**src/rtl/jk_bank_pkg.sv**
```systemverilog
// Shared encodings for the JK bank controller: operation codes, FSM states
// and J/K pair values.
package jk_bank_pkg;

   typedef enum logic [1:0] {
      OP_HOLD   = 2'b00,
      OP_CLEAR  = 2'b01,
      OP_SET    = 2'b10,
      OP_TOGGLE = 2'b11
   } op_e;

   localparam logic [1:0] IDLE = 2'd0;
   localparam logic [1:0] EXEC = 2'd1;
   localparam logic [1:0] DONE = 2'd2;

   // {j,k} pairs; op codes share this bit layout so op[1]=j, op[0]=k.
   localparam logic [1:0] JK_HOLD   = 2'b00;
   localparam logic [1:0] JK_CLEAR  = 2'b01;
   localparam logic [1:0] JK_SET    = 2'b10;
   localparam logic [1:0] JK_TOGGLE = 2'b11;

endpackage

```
**src/rtl/jk_bank_ctrl_if.sv**
```systemverilog
// Command channel of the JK bank controller: valid/ready handshake plus
// operation, bit mask and repeat count.
interface jk_bank_ctrl_if #(
   parameter int WIDTH = 8,
   parameter int CNT_W = 4
);
   logic             cmd_valid;
   logic             cmd_ready;
   logic [1:0]       cmd_op;
   logic [WIDTH-1:0] cmd_mask;
   logic [CNT_W-1:0] cmd_rep;

   modport master (output cmd_valid, cmd_op, cmd_mask, cmd_rep, input cmd_ready);
   modport slave  (input cmd_valid, cmd_op, cmd_mask, cmd_rep, output cmd_ready);
endinterface

```
**src/rtl/jk_cell.sv**
```systemverilog
// Single JK flip-flop: rising edge, asynchronous active-high reset to 0.
module jk_cell
   import jk_bank_pkg::*;
(
   input  logic clk,
   input  logic reset,
   input  logic j_i,
   input  logic k_i,
   output logic q_o
);
   logic q_q;

   always_ff @(posedge clk or posedge reset) begin
      if (reset) begin
         q_q <= 1'b0;
      end else begin
         case ({j_i, k_i})
            JK_CLEAR:  q_q <= 1'b0;
            JK_SET:    q_q <= 1'b1;
            JK_TOGGLE: q_q <= ~q_q;
            default:   q_q <= q_q;
         endcase
      end
   end

   assign q_o = q_q;
endmodule

```
**src/rtl/jk_bank_ctrl.sv**
```systemverilog
// Command sequencer driving a bank of WIDTH JK cells for cmd_rep+1 edges.
// Optional saturating bit-change counter enabled by JK_BANK_TOGGLE_CNT_EN.
module jk_bank_ctrl
   import jk_bank_pkg::*;
#(
   parameter int WIDTH = 8,
   parameter int CNT_W = 4
) (
   input  logic             clk,
   input  logic             reset,
   jk_bank_ctrl_if.slave    cmd,
   output logic [WIDTH-1:0] q,
   output logic             busy,
   output logic             done
`ifdef JK_BANK_TOGGLE_CNT_EN
   ,
   output logic [15:0]      toggle_cnt
`endif
);
   logic [1:0]       state_q, state_d;
   logic [1:0]       op_q, op_d;
   logic [WIDTH-1:0] mask_q, mask_d;
   logic [CNT_W-1:0] cnt_q, cnt_d;
   logic [WIDTH-1:0] j_vec, k_vec;

   always_ff @(posedge clk or posedge reset) begin
      if (reset) begin
         state_q <= IDLE;
         op_q    <= OP_HOLD;
         mask_q  <= '0;
         cnt_q   <= '0;
      end else begin
         state_q <= state_d;
         op_q    <= op_d;
         mask_q  <= mask_d;
         cnt_q   <= cnt_d;
      end
   end

   always_comb begin
      state_d = state_q;
      op_d    = op_q;
      mask_d  = mask_q;
      cnt_d   = cnt_q;
      case (state_q)
         IDLE: begin
            if (cmd.cmd_valid) begin
               state_d = EXEC;
               op_d    = cmd.cmd_op;
               mask_d  = cmd.cmd_mask;
               cnt_d   = cmd.cmd_rep;
            end
         end
         EXEC: begin
            if (cnt_q == '0) state_d = DONE;
            else             cnt_d   = cnt_q - CNT_W'(1);
         end
         DONE:    state_d = IDLE;
         default: state_d = IDLE;
      endcase
   end

   assign cmd.cmd_ready = (state_q == IDLE);
   assign busy          = (state_q == EXEC) || (state_q == DONE);
   assign done          = (state_q == DONE);

   // Op code bits double as the J/K pair, so decode is just a masked broadcast.
   assign j_vec = (state_q == EXEC) ? (mask_q & {WIDTH{op_q[1]}}) : '0;
   assign k_vec = (state_q == EXEC) ? (mask_q & {WIDTH{op_q[0]}}) : '0;

   for (genvar i = 0; i < WIDTH; i++) begin : g_cell
      jk_cell u_cell (
         .clk   (clk),
         .reset (reset),
         .j_i   (j_vec[i]),
         .k_i   (k_vec[i]),
         .q_o   (q[i])
      );
   end

`ifdef JK_BANK_TOGGLE_CNT_EN
   logic [15:0]      tc_q, tc_d;
   logic [WIDTH-1:0] q_next;
   logic [15:0]      n_chg;

   function automatic logic [15:0] sat_add16(input logic [15:0] a, input logic [15:0] b);
      logic [16:0] sum;
      sum = {1'b0, a} + {1'b0, b};
      return sum[16] ? 16'hFFFF : sum[15:0];
   endfunction

   always_comb begin
      q_next = (j_vec & ~q) | (~k_vec & q);
      n_chg  = '0;
      for (int i = 0; i < WIDTH; i++) n_chg = n_chg + 16'(q_next[i] ^ q[i]);
      tc_d = sat_add16(tc_q, n_chg);
   end

   always_ff @(posedge clk or posedge reset) begin
      if (reset) tc_q <= '0;
      else       tc_q <= tc_d;
   end

   assign toggle_cnt = tc_q;
`endif
endmodule

```
**src/flat_wrapper.sv**
```systemverilog
// flat-port wrapper written by rule: the top's interface ports become plain ports
module jk_bank_ctrl_flat import jk_bank_pkg::*;
#(
   parameter int WIDTH = 8,
   parameter int CNT_W = 4
)
  (clk, reset, q, busy, done, cmd_cmd_valid, cmd_cmd_op, cmd_cmd_mask, cmd_cmd_rep, cmd_cmd_ready);
  jk_bank_ctrl_if #(.WIDTH(WIDTH), .CNT_W(CNT_W)) cmd_i ();
  input  logic clk;
  input  logic reset;
  output logic [WIDTH-1:0] q;
  output logic busy;
  output logic done;
  input wire logic [$bits(cmd_i.cmd_valid)-1:0] cmd_cmd_valid;
  input wire logic [$bits(cmd_i.cmd_op)-1:0] cmd_cmd_op;
  input wire logic [$bits(cmd_i.cmd_mask)-1:0] cmd_cmd_mask;
  input wire logic [$bits(cmd_i.cmd_rep)-1:0] cmd_cmd_rep;
  output wire logic [$bits(cmd_i.cmd_ready)-1:0] cmd_cmd_ready;
  assign cmd_i.cmd_valid = cmd_cmd_valid;
  assign cmd_i.cmd_op = cmd_cmd_op;
  assign cmd_i.cmd_mask = cmd_cmd_mask;
  assign cmd_i.cmd_rep = cmd_cmd_rep;
  assign cmd_cmd_ready = cmd_i.cmd_ready;
  jk_bank_ctrl #(.WIDTH(WIDTH), .CNT_W(CNT_W)) u_core (.clk(clk), .reset(reset), .cmd(cmd_i), .q(q), .busy(busy), .done(done));
endmodule
```
**config.mk**
```make
export PLATFORM = sky130hd
export DESIGN_NAME = jk_bank_ctrl_flat
export DESIGN_NICKNAME = d
export VERILOG_FILES = /design/src/rtl/jk_bank_pkg.sv /design/src/rtl/jk_bank_ctrl_if.sv /design/src/rtl/jk_cell.sv /design/src/rtl/jk_bank_ctrl.sv /design/src/flat_wrapper.sv
export SDC_FILE = /design/constraint.sdc
export NUM_CORES = 1
export LEC_CHECK = 0
export CAP_MARGIN = 10
export CELL_PAD_IN_SITES_DETAIL_PLACEMENT = 0
export CELL_PAD_IN_SITES_GLOBAL_PLACEMENT = 2
export CORE_AREA = 3 3 71 60
export DETAILED_ROUTE_END_ITERATION = 12
export DIE_AREA = 0 0 74 63
export HOLD_SLACK_MARGIN = 0.08
export PLACE_DENSITY_LB_ADDON = 0.2
export SYNTH_ARGS = -nofsm -noshare
export SYNTH_HDL_FRONTEND = slang
export SYNTH_SLANG_ARGS = --single-unit
```
**constraint.sdc**
```tcl
create_clock -name clk -period 3.5 [get_ports clk]
set_input_delay 0.7 -clock clk [delete_from_list [all_inputs] [get_ports clk]]
set_output_delay 0.7 -clock clk [all_outputs]
set_load 0.01 [all_outputs]
```
Yosys cells after proc, flatten, opt, wreduce, memory -nomap -nowiden --
Index checks and enable logic that the tools add are counted.
Storage, ports and cells: flip-flop bits (word level) 24, input bits 17, output and inout port bits 11, word-level logic and storage cells 83
Cells by class: add/subtract/negate cells 1, equal/unequal tests 29, multiplexer cells 16, bitwise gates (word level) 10, reduce and logical (&&, ||, !) cells 15
Operator list (number):
- == test 2 bit (second input constant) | 17
- one-hot mux 1 bit (3 select lines) | 8
- nonzero test 3 bit | 8
- == test 2 x 1 -> 1 bit (second input constant) | 9
- AND 8 bit | 2
- 2-to-1 mux 8 bit | 2
- 2-to-1 mux 4 bit | 2
- inverter 1 bit | 8
- one-hot mux 4 bit (2 select lines) | 1
- logical NOT 4 bit | 1
- 2-to-1 mux 2 bit | 2
- inequality test 2 bit (second input constant) | 2
- one-hot mux 2 bit (2 select lines) | 1
- AND reduction 2 bit | 2
- subtractor 4 x 1 -> 4 bit (second input constant) | 1
- AND reduction 3 bit | 1
- logical NOT 2 bit | 1
- inequality test 2 x 1 -> 1 bit (second input constant) | 1
- nonzero test 2 bit | 1
- logical OR 1 bit | 1

Longest topological paths before layout --
Gate-level depths: netlist of the first run.
depth after elaboration 4, gate-level depth with buffers 6, gate-level depth less buffers 5

Modules after synthesis --
Synthesis of the first run repeated with hierarchy kept, for this count alone.
Unflattened totals: cells, all modules 116, area, all modules 1188.6 um2
Modules (own cells, without submodules):
- jk_bank_ctrl | times used 1, cells each 84, area an instance 888.4 um2
- jk_cell | times used 8, cells each 4, area an instance 37.5 um2

Worst setup path after synthesis of the first run --
Ideal clock, no wire load.
path kind register to register, from reg u_core.state_q[0], to reg u_core.cnt_q[3], setup time 0.132 ns, arrival 1.550 ns, required time 3.368 ns, path slack 1.818 ns, cell stages (with the launch flop) 6, buffers on the path 0, period minus slack after synthesis 1.682 ns, cells stage by stage dfrtp_1 -> inv_1 -> ha_1 -> mux2i_2 -> o31ai_1 -> or3b_1
On the way: longest elaborated chain between the ends 3, elaborated cells on any way between the ends 7, those cells by class 3 x eq/ne; 1 x mux; 3 x reduce/logical
Ends and longest elaborated chain:
- start, declared | RTL line jk_bank_ctrl.sv:20 | logic [1:0] state_q, state_d;
- start signal, assigned | RTL line jk_bank_ctrl.sv:33 | state_q <= state_d;
- logical NOT 2 bit (*)
- named net cmd_cmd_ready | RTL line flat_wrapper.sv:18 | output wire logic [$bits(cmd_i.cmd_ready)-1:0] cmd_cmd_ready;
- inequality test 2 bit (no line) / nonzero test 2 bit (equally long branches)
- AND reduction 3 bit (no line)
- end signal, assigned | RTL line jk_bank_ctrl.sv:36 | cnt_q <= cnt_d;
- end, declared | RTL line jk_bank_ctrl.sv:23 | logic [CNT_W-1:0] cnt_q, cnt_d;
The timed path passes the listed nets; every way through them passes the cells marked *. A chain may end at the register's enable or synchronous reset.

Worst setup path in the final report of the first run --
from reg u_core.state_q[0], to out cmd_cmd_ready
On the way: longest elaborated chain between the ends 1
Ends and longest elaborated chain:
- logical NOT 2 bit | RTL line jk_bank_ctrl.sv:63 | assign cmd.cmd_ready = (state_q == IDLE);
- end, declared | RTL line flat_wrapper.sv:18
No other way between the ends.

==> qor.csv, run 1 <==
stage,metric,value,unit
outcome,status,finished clean,
drt,firstDrtPassIters,4,
layout,fin_area,1530,um^2
cts,clock_latency,0.26,ns
place,place_area,1460,um^2
floorplan,rows,20,
synth,syn_inst,104,
worst_setup_path,criticalPathCategory,register to output pin,
synth,synthArstFlopShare,100,%
timing,slew_viol_final,0,
hold_path,min_path_type,register to register,
drt,routedWlPerCell,13.7,um
timing,worst_slew_pin_slew,0.904,ns
power_and_ir_drop,ir_drop,0.283,mV
cts,clockBufferDepth,2,
synth,yosys_warnings,0,
layout,drive_gt1_share,16.1,%
timing,setup_viol,0,
power_and_ir_drop,leakagePower,0.000647,uW
synth,synth_nets,127,
grt,antenna_found_initial,0,
grt,grt_max_degree,25,
layout,antennaDiodeCount,0,
layout,nNetsFinal,148,
drt,ant_nets,0,
power_and_ir_drop,pwr_density_cell,927,nW/um^2
synth,synth_top_family_by_area,multiplexers,
synth,ys_seq_area_share,49.6,%
synth,synth_compound_area_share,11.1,%
flow_run,max-cap-violations,0,
drt,wl,2.30,mm
synth,synthAdderAreaFrac,6.20,%
timing,slew_headroom,39.6,%
synth,avgSynthCellArea,11.6,um^2
synth,synth.area.mux_share,13.9,%
synth,netlist_area,1210,um^2
cts,post_cts_resized,0,
floorplan,ios,28,
timing,timing.hold.ws,0.476,ns
worst_setup_path,crit_path_top_delay_cell,clkdlybuf4s50_1,
place,gp_congestion,0.728,
grt,overflow,0,
drt,route.vias.total,818,
floorplan,fp.coreArea,3680,um^2
cts,cts_tree,done,
synth,synth_top_cell_area_share,49.6,%
floorplan,die_area,4660,um^2
drt,vias_per_cell,4.87,
worst_setup_path,cp-end-kind,output pin,
drt,post-route-drc-count,0,
worst_setup_path,regToRegSetupSlack,1.48,ns
timing,post-route-min-period,2.32,ns
cts,cts_buffers,3,
layout,area_growth,26.7,%
synth,synth.area.top_cells,"dfrtp_1 (50%), mux2_2 (11%), ha_1 (6.2%)",
synth,synth_seq_cells,24,
synth,synth-xor-area-share,0,%
cts,clock_sinks,24,
drt,drtIter0Drc,44,
timing,tns,0,ns
timing,fin_crit_sh,66.2,%
synth,synth_largest_area_cell,dfrtp_1,
synth,yosys.area_share.simple,11.0,%
cts,holdBufCountCts,0,
worst_setup_path,path_cells,"inv_1, ha_1, clkdlybuf4s50_1",
grt,first_global_vias,818,
timing,final_hold_viol_count,0,
cts,post_cts_buffers,0,
timing,fmax,0.431,GHz
place,port-buffer-count,27,
grt,grt_pass1_wl,3.83,mm
cts,cts-root-buf,clkbuf_8,
cts,clk_pin_slew,0.08,ns
timing,skew,0.000880,ns
floorplan,die_h,63,um
worst_setup_path,worst_setup_path_start_kind,register,
worst_setup_path,critical_path_required,2.80,ns
synth,yosysUniqueCellTypes,29,
timing,rsz0062_at_grt,false,
place,hpwl,1.65,mm
floorplan,fp.dieW,74,um
synth,synth-edff-count,0,
worst_setup_path,max_stage_delay,0.56,ns
floorplan,start_util,32.9,%
worst_setup_path,worstPathArrival,1.62,ns
cts,htreeDepth,1,
worst_setup_path,path_max_fanout,4,
synth,synth_ff_type,dfrtp_1,
grt,grt_use_total,10.6,%
-- flip-flops by register name (all words and copies together) (netlist names) --
name / cells
u_core.cnt_q: 4
u_core.g_cell.u_cell.q_o: 8
u_core.mask_q: 8
u_core.op_q: 2
u_core.state_q: 2
-- power breakdown --
part	internal, uW	switching (uW)
Sequential	422	117
Combinational	358	284
Clock	153	88.6
-- layout make-up --
| cell class | instances | area (um^2) |
|---|---|---|
| clock inverter | 1 | 30.0 |
| inverter | 7 | 26.3 |
| fill | 347 | 2140 |
| multi-input combinational | 62 | 510 |
| sequential | 24 | 601 |
| tap | 44 | 55.1 |
| timing repair buffer | 27 | 270 |
| clock buffer | 3 | 41.3 |
-- per-stage QoR --
step	total power [uW]	std cells	util, %	setup slack, ns
5_1_grt	1530	168	41.7	1.08
3_5_place_dp	1190	164	39.8	1.35
2_1_floorplan	1010	104	-	1.82
3_3_place_gp	1170	164	39.8	1.37
4_1_cts	1440	168	41.7	1.17
6_report	1420	168	41.7	1.18
-- kinds of logic (layout without fill, tap and decap cells) --
| group | Yosys count | after routing |
|---|---|---|
| flip-flops | 24 | 24 |
| AND/OR/NAND/NOR | 19 | 19 |
| adder cells (fa/ha/maj) | 6 | 6 |
| multiplexers | 15 | 15 |
| AO/OA/AOI/OAI | 22 | 22 |
| buffers and inverters | 18 | 38 |
-- worst max-delay path, delay by kind of cell (launching register included) --
kind	cells	cell delay (ns)
DFF	1	0.41
buffers and inverters	2	0.68
adders and majority gates	1	0.25
-- metal layers --
layer / up-vias / global-route usage, % / share of wire [%]
li1: 405 / - / -
met1: 391 / 15.8 / 53
met2: 20 / 14.9 / 42
met3: 2 / 2.41 / 4.4
met4: 0 / 3.39 / 0.52
met5: - / 0 / 0
-- cell usage after synthesis, types with 2 or more instances --
cell     count
and2_1       2
buf_2        2
o21ai_0      2
nand2_1      2
mux2i_1      2
ha_1         6
inv_1        7
nor2_1       2
dfrtp_1     24
nor3_1       2
a31oi_1      8
a21oi_1      8
buf_4        8
mux2_2      12
or3b_1       2
nor2b_1      2
-- path summary, 6_finish.rpt --
check,cells past startpoint,to,from
worst max-delay path,3,cmd_cmd_ready,u_core.state_q[0]
worst min-delay path,1,u_core.g_cell[2].u_cell.q_o,u_core.mask_q[2]
worst max register to register,5,u_core.cnt_q[3],u_core.state_q[1]
worst min register to register,1,u_core.g_cell[2].u_cell.q_o,u_core.mask_q[2]
max in group asynchronous,2,u_core.mask_q[1],reset
min in group asynchronous,2,u_core.op_q[0],reset
-- cell usage in the layout (no fill, tap or decap), types with 2 or more instances in the layout --
master / instances
a21oi_1: 8
a31oi_1: 8
and2_1: 2
clkbuf_8: 3
clkdlybuf4s50_1: 27
dfrtp_1: 24
ha_1: 6
inv_1: 7
mux2_2: 12
mux2i_1: 2
nand2_1: 2
nor2_1: 2
nor2b_1: 2
nor3_1: 2
o21ai_0: 2
or3b_1: 2
Note: power is estimated with default switching activity, not from simulation.
==> inputs of run 2 (changes only) <==
--- a/config.mk
+++ b/config.mk
@@ -8,9 +8,9 @@
 export CAP_MARGIN = 10
 export CELL_PAD_IN_SITES_DETAIL_PLACEMENT = 0
 export CELL_PAD_IN_SITES_GLOBAL_PLACEMENT = 2
-export CORE_AREA = 3 3 71 60
+export CORE_AREA = 3 3 78 65
 export DETAILED_ROUTE_END_ITERATION = 12
-export DIE_AREA = 0 0 74 63
+export DIE_AREA = 0 0 81 68
 export HOLD_SLACK_MARGIN = 0.08
 export PLACE_DENSITY_LB_ADDON = 0.2
 export SYNTH_ARGS = -nofsm -noshare
==> constraint.sdc (replaced) <==
create_clock -name clk -period 2 [get_ports clk]
set_input_delay 0.4 -clock clk [delete_from_list [all_inputs] [get_ports clk]]
set_output_delay 0.4 -clock clk [all_outputs]
set_load 0.01 [all_outputs]
==> qor.csv, run 2 (same netlist as run 1, synthesis figures left out) <==
stage,metric,value,unit
drt,ant_nets,0,
cts,htreeDepth,1,
cts,clock_latency,0.26,ns
drt,firstDrtPassIters,3,
hold_path,worstHoldEndpoint,u_core.g_cell[3].u_cell.q_o,
timing,slew_headroom,74.6,%
layout,area_growth,30.2,%
worst_setup_path,worstPathArrival,1.51,ns
layout,fin_cells,185,
place,place_ws,0.173,ns
timing,slew_viol_final,0,
worst_setup_path,regToRegSetupSlack,0.24,ns
drt,post-route-drc-count,0,
cts,cts_buffers,3,
grt,grt_max_degree,25,
cts,holdBufCountCts,0,
floorplan,fp.dieW,81,um
cts,clock_sinks,24,
worst_setup_path,reg2reg_to,u_core.cnt_q[3],
layout,layout_common_cells,"clkdlybuf4s50_1 (27), dfrtp_1 (24), mux2_2 (12)",
drt,routedWlPerCell,13.1,um
hold_path,min_from,u_core.mask_q[3],
timing,fmax,0.523,GHz
power_and_ir_drop,pwr_density_cell,1560,nW/um^2
drt,wl,2.42,mm
floorplan,die_area,5510,um^2
timing,final_hold_viol_count,0,
worst_setup_path,r2r_cells,5,
place,hpwl,1.79,mm
timing,rsz0062_at_grt,false,
worst_setup_path,worst_setup_path_start_kind,register,
power_and_ir_drop,finalPower,2450,uW
outcome,status,finished clean,
worst_setup_path,critical_path_required,1.60,ns
grt,overflow,0,
flow_run,max-cap-violations,0,
layout,nNetsFinal,152,
layout,antennaDiodeCount,0,
grt,antenna_found_initial,0,
cts,clk_pin_slew,0.08,ns
timing,setup_viol,0,
worst_setup_path,criticalPathCategory,register to output pin,
place,port-buffer-count,27,
place,placedCellCount,180,
timing,fin_crit_sh,95.5,%
drt,drtIter0Drc,26,
layout,drive_gt1_share,20.3,%
hold_path,min_path_type,register to register,
grt,grt_use_total,9.73,%
grt,grt_pass1_wl,4.04,mm
drt,route.vias.total,819,
floorplan,die_h,68,um
cts,clockBufferDepth,2,
power_and_ir_drop,ir_drop,0.512,mV
timing,worst_slew_pin_slew,0.374,ns
cts,cts-root-buf,clkbuf_8,
drt,vias_per_cell,4.43,
cts,cts_tree,done,
worst_setup_path,cp-end-kind,output pin,
layout,fillers,449,
hold_path,worstHoldPathCells,1,
place,gp_congestion,0.683,
timing,tns,0,ns
timing,worst_slack,0.0896,ns
floorplan,start_util,28.5,%
worst_setup_path,r2r_start,u_core.state_q[0],
floorplan,rows,21,
timing,skew,0.00363,ns
worst_setup_path,path_max_fanout,4,
floorplan,fp.coreArea,4260,um^2
grt,first_global_vias,892,
power_and_ir_drop,leakagePower,0.000660,uW
timing,post-route-min-period,1.91,ns
floorplan,ios,28,
layout,layout_commonest_cell,clkdlybuf4s50_1,
[run 2: repair_timing]
item / in CTS / in global routing
setup buffers: 1 / 0
endpoints found under the setup margin: 1 / 2
hold endpoints to repair: 0 / 0
gates resized for setup: 2 / 1
gates cloned: 0 / 0
[run 2: layout make-up]
| cell class | count | area [um^2] | area share [%] |
|---|---|---|---|
| tap | 57 | 71.3 | 4.52 |
| timing repair buffer | 31 | 300 | 19.0 |
| clock buffer | 4 | 55.1 | 3.49 |
| multi-input combinational | 62 | 523 | 33.2 |
| sequential | 24 | 601 | 38.1 |
| inverter | 7 | 26.3 | 1.67 |
[run 2: worst max path at each step]
stage	cells past startpoint	to	slack [ns]	start
after floorplan	5	u_core.cnt_q[3]	0.32	u_core.state_q[0]
after global placement	4	u_core.cnt_q[3]	0.23	cmd_cmd_valid
after detailed placement	5	u_core.cnt_q[3]	0.17	u_core.state_q[0]
after CTS	3	busy	0.04	u_core.state_q[1]
after global routing	3	busy	0.04	u_core.state_q[1]
final	3	cmd_cmd_ready	0.09	u_core.state_q[0]
[run 2: per-stage QoR]
stage                     util, %  hold WS (ns)  area [um^2]
after global placement       35.3         0.456         1500
after CTS                    37.0         0.478         1580
after floorplan                 -         0.415         1210
after detailed placement     35.3         0.466         1500
after global routing         37.0         0.490         1580
final                        37.0         0.475         1580
[run 2: metal layers]
metal	share of wire, %	global-route usage (%)	vias to the layer above
met2	50	17.2	17
li1	-	-	408
met5	0	0	-
met4	0.54	1.90	0
met3	4.3	3.16	2
met1	45	11.7	392
[run 2: critical path: stages (launching register included)]
cell             delay [ns]
dfrtp_1                0.38
inv_1                  0.14
ha_4                   0.19
clkdlybuf4s50_1        0.54
[run 2: where the power goes]
| part | internal (uW) | total, uW | switching [uW] |
|---|---|---|---|
| sequential | 739 | 932 | 193 |
| combinational | 678 | 1200 | 521 |
| clock | 175 | 321 | 146 |
| total | 1590 | 2450 | 859 |
